==> src/rtl/anc_fir_ctrl.sv <==
// Sample-rate controller for the adaptive LMS FIR engine: pairs reference and
// error samples, forms mu*e in Q1.15, launches one FIR pass and returns y.
module anc_fir_ctrl #(
  parameter int TIMEOUT = 512
) (
  input  logic               clk,
  input  logic               rst_n,
  input  logic               enable,
  input  logic               x_valid,
  input  logic signed [15:0] x_data,
  input  logic               e_valid,
  input  logic signed [15:0] e_data,
  input  logic signed [15:0] d_data,
  input  logic signed [15:0] mu,
  output logic signed [15:0] fir_x_in,
  output logic signed [15:0] fir_a_in,
  output logic signed [15:0] fir_weight_adjust,
  output logic               fir_go,
  input  logic signed [15:0] fir_out_sample,
  input  logic               fir_done,
  output logic signed [15:0] y_data,
  output logic               y_valid,
  output logic               busy,
  output logic               overrun,
  output logic               timeout_err
);

  localparam logic [15:0] CNT_LAST = 16'(TIMEOUT - 1);

  typedef enum logic [2:0] {IDLE, MUL, SAT, GO, WAIT} state_t;

  state_t             state;
  state_t             state_next;
  logic               xf;
  logic               ef;
  logic signed [15:0] x_hold;
  logic signed [15:0] d_hold;
  logic signed [15:0] e_hold;
  logic signed [15:0] mu_hold;
  logic signed [31:0] prod;
  logic signed [31:0] prod_shift;
  logic signed [15:0] sat_val;
  logic [15:0]        cnt;

  logic x_take;
  logic e_take;
  logic pair_ready;
  logic drop;
  logic clobber;

  assign x_take     = (state == IDLE) && enable && x_valid;
  assign e_take     = (state == IDLE) && enable && e_valid;
  // The pair may complete on the very edge that sets the second flag.
  assign pair_ready = (xf || x_take) && (ef || e_take);
  assign drop       = (state != IDLE) && (x_valid || e_valid);
  assign clobber    = (x_take && xf) || (e_take && ef);

  always_comb begin
    prod_shift = prod >>> 15;
    if (prod_shift > 32'sd32767) begin
      sat_val = 16'sh7FFF;
    end else if (prod_shift < -32'sd32768) begin
      sat_val = 16'h8000;
    end else begin
      sat_val = prod_shift[15:0];
    end
  end

  always_comb begin
    state_next = state;
    case (state)
      IDLE:    if (pair_ready) state_next = MUL;
      MUL:     state_next = SAT;
      SAT:     state_next = GO;
      GO:      state_next = WAIT;
      WAIT:    if (fir_done || (cnt == CNT_LAST)) state_next = IDLE;
      default: state_next = IDLE;
    endcase
  end

  always_ff @(posedge clk or negedge rst_n) begin
    if (!rst_n) begin
      state             <= IDLE;
      xf                <= 1'b0;
      ef                <= 1'b0;
      x_hold            <= '0;
      d_hold            <= '0;
      e_hold            <= '0;
      mu_hold           <= '0;
      prod              <= '0;
      cnt               <= '0;
      fir_x_in          <= '0;
      fir_a_in          <= '0;
      fir_weight_adjust <= '0;
      fir_go            <= 1'b0;
      y_data            <= '0;
      y_valid           <= 1'b0;
      busy              <= 1'b0;
      overrun           <= 1'b0;
      timeout_err       <= 1'b0;
    end else begin
      state       <= state_next;
      busy        <= (state_next != IDLE);
      fir_go      <= (state == SAT);
      overrun     <= drop || clobber;
      y_valid     <= 1'b0;
      timeout_err <= 1'b0;
      case (state)
        IDLE: begin
          if (!enable) begin
            xf <= 1'b0;
            ef <= 1'b0;
          end
          if (x_take) begin
            x_hold <= x_data;
            d_hold <= d_data;
            xf     <= 1'b1;
          end
          if (e_take) begin
            e_hold  <= e_data;
            mu_hold <= mu;
            ef      <= 1'b1;
          end
        end
        MUL: prod <= 32'(e_hold) * 32'(mu_hold);
        SAT: begin
          fir_weight_adjust <= sat_val;
          fir_x_in          <= x_hold;
          fir_a_in          <= d_hold;
          xf                <= 1'b0;
          ef                <= 1'b0;
        end
        GO: cnt <= '0;
        WAIT: begin
          cnt <= cnt + 16'd1;
          if (fir_done) begin
            y_data  <= fir_out_sample;
            y_valid <= 1'b1;
          end else if (cnt == CNT_LAST) begin
            timeout_err <= 1'b1;
          end
        end
        default: ;
      endcase
    end
  end

endmodule

==> config.mk <==
export PLATFORM = sky130hd
export DESIGN_NAME = anc_fir_ctrl
export DESIGN_NICKNAME = d
export VERILOG_FILES = /design/src/rtl/anc_fir_ctrl.sv
export SDC_FILE = /design/constraint.sdc
export NUM_CORES = 1
export LEC_CHECK = 0
export CAP_MARGIN = 30
export CORE_MARGIN = 2
export CORE_UTILIZATION = 30
export CTS_BUF_LIST = sky130_fd_sc_hd__clkbuf_2 sky130_fd_sc_hd__clkbuf_4 sky130_fd_sc_hd__clkbuf_8
export DETAILED_ROUTE_END_ITERATION = 12
export HOLD_SLACK_MARGIN = 0.12
export SYNTH_ARGS = -nofsm -noshare
export SYNTH_HDL_FRONTEND = slang
export SYNTH_SLANG_ARGS = --single-unit
export TNS_END_PERCENT = 50
==> constraint.sdc <==
create_clock -name clk -period 10 [get_ports clk]
set_clock_uncertainty 0.15 [all_clocks]
set_input_delay 2 -clock clk [delete_from_list [all_inputs] [get_ports clk]]
set_output_delay 2 -clock clk [all_outputs]
set_load 0.01 [all_outputs]
# == Yosys cells after proc, flatten, opt, wreduce, memory -nomap -nowiden ==
# Cells that the tools add are included.
# op_classes
addsub,1
mul,1
magnitude_cmp,2
eq_ne,7
n_mux,16
reduce_logical,23
# op_table
op,n
16-bit by 16-bit multiplier with 32-bit output,1
16-bit two-way mux,2
16-bit case mux with 2 select lines,1
"17-bit by 16-bit > comparator with 1-bit output, second input constant",1
"17-bit by 16-bit < comparator with 1-bit output, second input constant",1
"16-bit by 1-bit adder with 16-bit output, second input constant",1
"16-bit by 9-bit == test with 1-bit output, second input constant",1
3-bit case mux with 5 select lines,1
2-bit AND reduction,5
1-bit two-way mux,8
1-bit logical AND,7
"3-bit by 2-bit == test with 1-bit output, second input constant",2
1-bit logical OR,6
3-bit two-way mux,2
"3-bit inequality test, second input constant",2
3-bit nonzero test,2
1-bit case mux with 2 select lines,2
2-bit nonzero test,2
"3-bit by 1-bit == test with 1-bit output, second input constant",1
"3-bit == test, second input constant",1
3-bit logical NOT,1
# totals
ff_bits,186
inputBits,86
word_cells,68

# == Logic depth before layout (Yosys ltp) ==
# depth
ltp_word,8
depth_mapped,23
ltp_nobuf,21

# == Least setup slack after synthesis ==
# No wires, ideal clock.
# synth_timing
path_type,register to register
from,reg e_hold[15]
to,reg prod[28]
setup_ps,69
arrival_ps,6055
slack_ps,3727
path_stages_with_launch,20
cell_sequence,dfrtp_1 clkbuf_1 nand2_1 inv_1 fa_1 fa_1 fa_1 fa_1 fa_1 inv_1 fa_1 inv_1 ha_1 a21boi_0 a311o_1 a22o_1 a211oi_4 o21ai_2 or4_1 nand3_1
# synth_via
elab_chain_cells,1
# synth_rtl
element,line_no,source
start: declaration,38,logic signed [15:0] e_hold;
start signal: assignment,120,e_hold <= e_data;
16-bit by 16-bit multiplier with 32-bit output,125,MUL: prod <= 32'(e_hold) * 32'(mu_hold);
end signal: assignment,125,
end: declaration,40,logic signed [31:0] prod;
# Every way passes these cells.
# A chain may end at the register's enable or synchronous reset.

# == Worst setup path after layout ==
# layout_timing
from,reg mu_hold[7]
to,reg prod[28]
# layout_via
elab_chain_cells,1
# layout_rtl
element,line_no,source
start: declaration,39,logic signed [15:0] mu_hold;
start signal: assignment,121,mu_hold <= mu;
16-bit by 16-bit multiplier with 32-bit output,125,
# Every way passes these cells.

==> results.sh <==
export IMPL_status="completed"
export IMPL_critPathKind="flop to flop"
export IMPL_synth_xor_area_frac=0.0146
export IMPL_viasPerCell=4.58
export IMPL_yosysMostFrequentCell="inv_1"
export IMPL_clock_sinks=171
export IMPL_synth_warning_count=0
export IMPL_cp_end_kind="flop"
export IMPL_clk_pin_slew_ns=0.10
export IMPL_drive_above_1_share=0.0759
export IMPL_synth_mux_area_frac=0.0557
export IMPL_clock_path_buffers=2
export IMPL_crit_top_cell="fa_1"
export IMPL_multi_input_area_um2=10500
export IMPL_hp_class="flop to flop"
export IMPL_crit_chain="nand2_1 -> fa_1 -> inv_1 -> fa_1 -> inv_1 -> fa_1 -> inv_1 -> fa_1 -> fa_1 -> inv_1 -> fa_1 -> inv_1 -> ha_1 -> nand4_1 -> o22ai_1 -> a211oi_1 -> o31ai_4 -> a211oi_4 -> o21ai_2 -> or4_1 -> nand3_1"
export IMPL_antenna_found_initial=1
export IMPL_crit_fanout=17
export IMPL_synth_cell_area_um2=16200
export IMPL_rows=85
export IMPL_max_freq_mhz=149
export IMPL_finalMaxSlewViolations=0
export IMPL_die_w_um=236
export IMPL_syn_inst=1626
export IMPL_grt_pass1_wl_mm=65.6
export IMPL_synth_fp_nets=2053
export IMPL_postCtsSetupRepairBufs=0
export IMPL_cts_tree="built"
export IMPL_grt_max_degree=68
export IMPL_place_congestion=0.831
export IMPL_hpwl_mm=29.4
export IMPL_cpMaxStageDelayCell="dfrtp_1"
export IMPL_hold_buffers=0
export IMPL_cts_root_buf="clkbuf_8"
export IMPL_die_area_um2=55800
export IMPL_synth_flop_cell="dfrtp_1"
export IMPL_drtPass1Iterations=5
export IMPL_critPathTopFamily="adder cells"
export IMPL_finalSetupViolations=0
export IMPL_syn2layout_area_growth_pct=16.4
export IMPL_drv_cap=0
export IMPL_fp_dieH_um=236
export IMPL_fill_cells=5404
export IMPL_required_ns=10.30
export IMPL_synth_commonest_cells="inv_1 (303), nand2_1 (300), fa_1 (261)"
export IMPL_worst_slew_pin_slew_ns=0.978
export IMPL_yosysSeqAreaShare=0.265
export IMPL_cts_buffers=17
export IMPL_synthAdderAreaFrac=0.385
export IMPL_netlist_top_cells_area="fa_1 (32%), dfrtp_1 (26%), inv_1 (7.0%)"
export IMPL_portBuffers=154
export IMPL_synth_compound_area_share=0.0501
export IMPL_synth_seq_cells=171
export IMPL_period_needed_ns=6.73
export IMPL_drtIter0Drc=493
export IMPL_clock_latency_ns=0.51
export IMPL_avgSynthCellArea_um2=9.95
export IMPL_worstHoldStart="d_hold[5]$_DFFE_PN0P_"
export IMPL_synthDistinctLibCells=52
export IMPL_grt_overflow_total=0
export IMPL_first_global_vias=12659
export IMPL_startpoint="mu_hold[7]$_DFFE_PN0P_"
export IMPL_synth_edf_count=0
export IMPL_yosys_area_top_type="fa_1"
export IMPL_yosys_area_share_simple=0.144
export IMPL_slew_headroom=0.348
export IMPL_timing_rr_start="mu_hold[7]$_DFFE_PN0P_"
export IMPL_period_share=0.673
export IMPL_ctsResizeCount=0
export IMPL_async_reset_ff_frac=1.00
export IMPL_vias=11233
export IMPL_ant_nets=0
export IMPL_critPathArrivalTime_ns=7.03
export IMPL_crit_buf_inv=5
export IMPL_final_setup_tns_ns=0
export IMPL_rsz0062_at_grt="false"
export IMPL_wl_mm=38.4
export IMPL_remaining_drc_errors=0
export IMPL_hold_viol=0
export IMPL_ios=155
export IMPL_synth_top_cell_area_share=0.323
export IMPL_regArea_um2=4280
export IMPL_initial_core_util=0.302
export IMPL_synth_top_family_by_area="adder cells"
export IMPL_core_area_um2=53600
export IMPL_start_kind="flop"
export IMPL_wl_per_cell_um=15.7
export IMPL_cpPeakStageDelay_ns=0.90
export IMPL_htreeDepth=4
export IMPL_fin_nets=2167
export IMPL_grt_total_usage=0.148
cells by family after synthesis:
group,count (synthesis)
and+or+nand+nor,504
AOI/OAI and AO/OA,133
adders and majority gates,341
xor gates and xnor gates,27
muxes,80
buffers and inverters,370
DFF,171
registers in the layout, indices dropped and copies added (netlist names):
name and count:
prod 17, cnt 16, d_hold 16, e_hold 16, fir_a_in 16, fir_weight_adjust 16
fir_x_in 16, mu_hold 16, x_hold 16, y_data 16, state 3, busy 1
ef 1, fir_go 1, overrun 1, timeout_err 1, xf 1, y_valid 1
worst min-delay path, cell delays in order, from the launching register on:
cell	delay, ns
dfrtp_1	0.35
nand2_1	0.05
nand2_1	0.05
metrics by stage:
step | utilization | worst slack, ns | hold slack, ns | instances | area (µm²)
2_1_floorplan | - | 3.73 | 0.283 | 1626 | 16200
6_report | 0.351 | 3.27 | 0.316 | 2450 | 18800
3_5_place_dp | 0.343 | 3.26 | 0.297 | 2417 | 18400
5_1_grt | 0.351 | 2.85 | 0.338 | 2450 | 18800
4_1_cts | 0.351 | 3.23 | 0.321 | 2449 | 18800
3_3_place_gp | 0.343 | 3.42 | 0.290 | 2416 | 18400
routing by layer:
layer	GRT usage	wire, µm
met1	0.172	15000
met2	0.271	20500
met3	0.0213	1300
met4	0.0652	1590
met5	0	0
final cells by class:
type	count	share of cell area
flip-flops and latches	171	0.227
inverters	304	0.0606
clock inverters	13	0.00811
multi-input cells	1085	0.558
repair buffers	161	0.0854
well taps	696	0.0463
clock buffers	19	0.0139
diodes	1	0.000133
path summary, 6_finish.rpt:
kind / slack [ns] / cells past startpoint / endpoint
min in group asynchronous: 1.30 / 1 / fir_go$_DFF_PN0_
max in group asynchronous: 7.10 / 2 / prod[20]$_DFFE_PN0P_
worst min-delay path: 0.32 / 2 / fir_a_in[5]$_DFFE_PN0P_
worst min register to register: 0.32 / 2 / fir_a_in[5]$_DFFE_PN0P_
worst max-delay path: 3.27 / 21 / prod[28]$_DFFE_PN0P_
worst max register to register: 3.27 / 21 / prod[28]$_DFFE_PN0P_
placed cells by master (no fill, tap or decap), types with 3 or more instances in the layout:
| cell type | n |
|---|---|
| buf_4 | 6 |
| dfrtp_1 | 171 |
| inv_6 | 3 |
| clkbuf_8 | 19 |
| nand3_1 | 7 |
| a31oi_1 | 5 |
| and3_1 | 10 |
| nor3_1 | 3 |
| a21oi_1 | 19 |
| nor2_1 | 29 |
| nand2_1 | 300 |
| nand4_1 | 11 |
| mux2_2 | 80 |
| ha_1 | 80 |
| inv_1 | 303 |
| and2_1 | 125 |
| xnor2_1 | 23 |
| o31ai_1 | 4 |
| clkinv_4 | 3 |
| clkdlybuf4s50_1 | 153 |
| xor2_1 | 4 |
| nand2b_1 | 5 |
| o21ai_0 | 77 |
| a22o_1 | 4 |
| fa_1 | 261 |
Power is left out: the tool's default activity adds up to more than one toggle a clock period on the data nets, which glitch-free logic cannot reach.
==> RTL change 1 (config.mk and constraints unchanged) <==
Remove the register `busy`: a continuous assignment takes its place, so the output `busy` follows one clock earlier.
--- a/src/rtl/anc_fir_ctrl.sv
+++ b/src/rtl/anc_fir_ctrl.sv
@@ -95,12 +95,10 @@
       fir_go            <= 1'b0;
       y_data            <= '0;
       y_valid           <= 1'b0;
-      busy              <= 1'b0;
       overrun           <= 1'b0;
       timeout_err       <= 1'b0;
     end else begin
       state       <= state_next;
-      busy        <= (state_next != IDLE);
       fir_go      <= (state == SAT);
       overrun     <= drop || clobber;
       y_valid     <= 1'b0;
@@ -145,5 +143,7 @@
     end
   end
 
+  assign busy = (state_next != IDLE);
+
 endmodule
 
Function: changed (Yosys sat finds a counterexample within 4 cycles, from zero or initial values and one cycle with rst_n low).
==> RTL change 1 against the unedited design <==
- routed wire length shrank 0.48%
- worst setup slack gained 0.010 ns
- synthesized area down 0.15%
- final area decreased by 0.20%
- first-iteration DRC count increased by 16%
- sequential cell count decreased by 1
- critical path type unchanged
Power is left out: the tool's default activity adds up to more than one toggle a clock period on the data nets, which glitch-free logic cannot reach.
==> RTL change 1: results (changes against the unedited design) <==
[timing]
tightest_slew_ns=0.870  ; -0.108 ns

[route]
routed_wl_um=38200  ; -0.48%
dr_wl_met3_um=1160  ; -11%
drt_iter0_drc=571  ; +16%
vias=11300  ; +0.31%
routed-wl-met2_um=20200  ; -1.1%
wl_met1_um=16100  ; +7.4%
firstDrtPassIters=5  ; unchanged

[worst_setup_path]
worstRegToRegCells=21  ; unchanged
critPathMaxFanout=17  ; unchanged
cp.arrival_ns=7.00  ; -0.03 ns
slowest_stage=dfrtp_1
cpPeakStageDelay_ns=0.88  ; -0.02 ns

[synth]
synth_fa_ha_area_frac=0.386  ; +0.000597
synthXorXnorAreaFrac=0.0146  ; +0.0000227
seq_area_frac_synth=0.263  ; -0.00114
muxShareOfSynthArea=0.0558  ; +0.0000863
synth_flop_cell=dfrtp_1
yosys.cell_types.count=52  ; unchanged
ys_top_cells_by_area=fa_1 (32%), dfrtp_1 (26%), inv_1 (7.0%)
synth-compound-area-share=0.0501  ; +0.0000776
ys_top_cells_by_count=inv_1 (303), nand2_1 (300), fa_1 (261)
synthesis.nets=2052  ; -0.049%
yosys_warnings=0  ; unchanged

[place]
port_buffers=154  ; unchanged
postPlaceCellArea_um2=18400  ; -0.14%
dp_hpwl_um=29500  ; +0.16%
gp_congestion=0.829  ; -0.23%

[layout]
fillers=5338  ; -1.2%
drive_gt1_frac=0.0759  ; about the same
diodes=0  ; -1
nets=2166  ; -0.046%
largest_register_ffs=17  ; unchanged

[cts]
post_cts_buffers=0  ; unchanged
clockRootBuffer=clkbuf_8

[outcome]
outcome=finished clean

[grt]
grt_pass1_vias=12300  ; -2.9%
grt_first_pass_wirelength_um=64600  ; -1.5%
gr-usage-all-layers=0.146  ; -0.00252
antenna_found_initial=0  ; -1
grt_max_degree=67  ; -1.5%

[RTL change 1: cell types whose count changed in the layout (fill, tap and decap cells not counted), sizes merged]
cell    before  now
bufinv       2    1
clkbuf      19   18
clkinv       6    8
dfrtp      171  170
diode        1    0
[RTL change 1: worst paths after layout]
check / to / slack (ns) / from
min in group asynchronous: fir_go$_DFF_PN0_ / 1.28 / rst_n
max: prod[28]$_DFFE_PN0P_ / 3.28 / mu_hold[7]$_DFFE_PN0P_
min reg2reg: fir_x_in[11]$_DFFE_PN0P_ / 0.32 / x_hold[11]$_DFFE_PN0P_
min: fir_x_in[11]$_DFFE_PN0P_ / 0.32 / x_hold[11]$_DFFE_PN0P_
max reg2reg: prod[28]$_DFFE_PN0P_ / 3.28 / mu_hold[7]$_DFFE_PN0P_
max in group asynchronous: x_hold[15]$_DFFE_PN0P_ / 6.40 / rst_n
[RTL change 1: final cells by class]
class                   instances  area [µm²]  share of cell area
flip-flops and latches        170        4250               0.226
clock buffers                  18         241              0.0129
clock inverters                14         163             0.00866
multi-input cells            1085       10500               0.559
inverters                     304        1140              0.0607
repair buffers                161        1610              0.0856
well taps                     696         871              0.0464
[RTL change 1: layer usage]
layer  global-route usage  up-vias
met5                    0        -
met3               0.0181       35
met1                0.185     5886
met2                0.261      188
met4               0.0400        0
li1                     -     5159
[RTL change 1: per-stage QoR]
stage                     hold WS (ns)  setup slack [ns]  instances  utilization
final                            0.323              3.28       2448        0.351
after global routing             0.337              2.91       2448        0.351
after CTS                        0.325              3.27       2448        0.351
after detailed placement         0.301              3.30       2416        0.344
after global placement           0.291              3.33       2415        0.343
after floorplan                  0.283              3.73       1625            -
[RTL change 1: worst min-delay path, delay by kind of cell, from the launching register on]
family           cells  cell delay (ns)
flip-flops           1             0.35
AND/OR/NAND/NOR      2             0.10
==> RTL change 2 (config.mk and constraints unchanged) <==
Without the edit above. `TIMEOUT`: 512 -> 256.
--- a/src/rtl/anc_fir_ctrl.sv
+++ b/src/rtl/anc_fir_ctrl.sv
@@ -1,7 +1,7 @@
 // Sample-rate controller for the adaptive LMS FIR engine: pairs reference and
 // error samples, forms mu*e in Q1.15, launches one FIR pass and returns y.
 module anc_fir_ctrl #(
-  parameter int TIMEOUT = 512
+  parameter int TIMEOUT = 256
 ) (
   input  logic               clk,
   input  logic               rst_n,
Check against the original RTL: not settled (the Yosys comparison gave no result); the edit may change what the design does.
==> RTL change 2 against the unedited design <==
- sequential cell count unchanged
- critical path depth fell by 4
- final area is 1.9% higher
- routed wire length up 2.5%
- count of clock-buffer cells in the layout shrank 2
- worst setup slack better by 0.16 ns
- core utilization increased by 0.39 points
- synthesized area rose by 1.9%
Power is left out: the tool's default activity adds up to more than one toggle a clock period on the data nets, which glitch-free logic cannot reach.
==> RTL change 2: results (changes against the unedited design) <==
[outcome]
outcome=finished clean

[layout]
seqAreaFraction=0.223  ; -0.00430
n_all_buffers=163  ; +1.2%
largest_register_ffs=17  ; unchanged
nNonClkInverters=300  ; -1.3%
diodes=1  ; unchanged
nets=2227  ; +2.8%
num-multi-input-gates=1147  ; +5.7%
drive_gt1_frac=0.0734  ; -0.00251
multi_input_area_share=0.564  ; +0.00594
clockBufferCount=17  ; -2
nonClkBufAreaFrac=0.0850  ; -0.000441
clock_cell_area_share=0.0236  ; +0.00161
fillers=5440  ; +0.67%

[place]
gp_congestion=0.829  ; -0.28%
dp_hpwl_um=30800  ; +4.6%

[synth]
yosys.cell_types.count=54  ; +3.8%
yosys_warnings=0  ; unchanged
synthesis.nets=2114  ; +3.0%
ys_top_cells_by_count=nand2_1 (302), inv_1 (299), fa_1 (261)
synth_flop_cell=dfrtp_1
ys_top_cells_by_area=fa_1 (32%), dfrtp_1 (26%), nand2_1 (6.9%)
seq_area_frac_synth=0.260  ; -0.00506

[grt]
gr-usage-met1=0.176  ; +0.00402
antenna_found_initial=0  ; -1
grtUsageMet2=0.273  ; +0.00196
grt_max_degree=67  ; -1.5%
gr-usage-all-layers=0.147  ; -0.000734
grtUsageMet3=0.0182  ; -0.00314
grt_pass1_vias=12600  ; -0.27%
grt_first_pass_wirelength_um=66000  ; +0.57%

[hold_path]
min_from=d_hold[11]$_DFFE_PN0P_
hold_path_end=fir_a_in[11]$_DFFE_PN0P_

[worst_setup_path]
cpPeakStageDelay_ns=0.84  ; -0.06 ns
crit_path_start=mu_hold[1]$_DFFE_PN0P_
regToRegSetupSlack_ns=3.43  ; +0.16 ns
r2r-start=mu_hold[1]$_DFFE_PN0P_
slowest_stage=fa_1
critPathMaxFanout=17  ; unchanged
cp.arrival_ns=6.79  ; -0.24 ns
endpoint=prod[31]$_DFFE_PN0P_
worstRegToRegCells=17  ; -19%

[route]
drt_iter0_drc=561  ; +14%
routedWlPerCell_um=15.7  ; about the same
dr_wl_met3_um=1230  ; -5.5%
routed-wl-met2_um=21200  ; +3.6%
vias=11700  ; +4.0%
wl_met1_um=15900  ; +5.7%

[cts]
post_cts_resized=0  ; unchanged
clockBufferDepth=2  ; unchanged
clkTransAtPathRegs_ns=0.11
insertion_delay_ns=0.51  ; about the same
post_cts_buffers=0  ; unchanged

[timing]
relSlewSlack=0.411  ; +0.0627

==> RTL change 2: cell types whose count changed in the layout (fill, tap and decap cells not counted), moves of 3 or more <==
cell      unedited run  this run
a21oi_1             19        28
a21o_1               2        10
o21ai_0             77        81
nor3_1               3         7
xnor2_1             23        18
nand3_1              7        13
nor2b_1              1         4
o31ai_1              4         7
nor2_1              29        48
xor2_1               4        10
mux2i_1              0         3
inv_1              303       299
clkinv_8             0         4
o21a_1               0         3
==> RTL change 2: worst reg2reg max path: cells and delay by family (launching register included) <==
kind / cells / cell delay (ns)
multiplexers: 1 / 0.21
flip-flops: 1 / 0.72
adder cells (fa/ha/maj): 7 / 3.71
AND/OR/NAND/NOR: 2 / 0.63
AO/OA/AOI/OAI: 4 / 0.77
buffers and inverters: 3 / 0.25
==> RTL change 2: metrics by stage <==
stage | utilization | instance area, µm² | setup WS, ns | instances | hold slack (ns)
2_1_floorplan | - | 16500 | 3.92 | 1687 | 0.283
3_3_place_gp | 0.346 | 18700 | 3.58 | 2475 | 0.290
3_5_place_dp | 0.347 | 18700 | 3.50 | 2477 | 0.296
4_1_cts | 0.355 | 19200 | 3.43 | 2509 | 0.312
5_1_grt | 0.355 | 19200 | 3.05 | 2509 | 0.347
6_report | 0.355 | 19200 | 3.43 | 2510 | 0.310
==> RTL change 2: kinds of logic (layout without fill, tap and decap cells) <==
logic type                 count (synthesis)  in the layout  synth area share
and+or+nand+nor                          531            531             0.148
DFF                                      171            171             0.260
xor gates and xnor gates                  28             28            0.0149
buffers and inverters                    369            495            0.0842
adders and majority gates                341            341             0.378
muxes                                     83             83            0.0565
other                                      0              1                 0
AOI/OAI and AO/OA                        164            164            0.0596
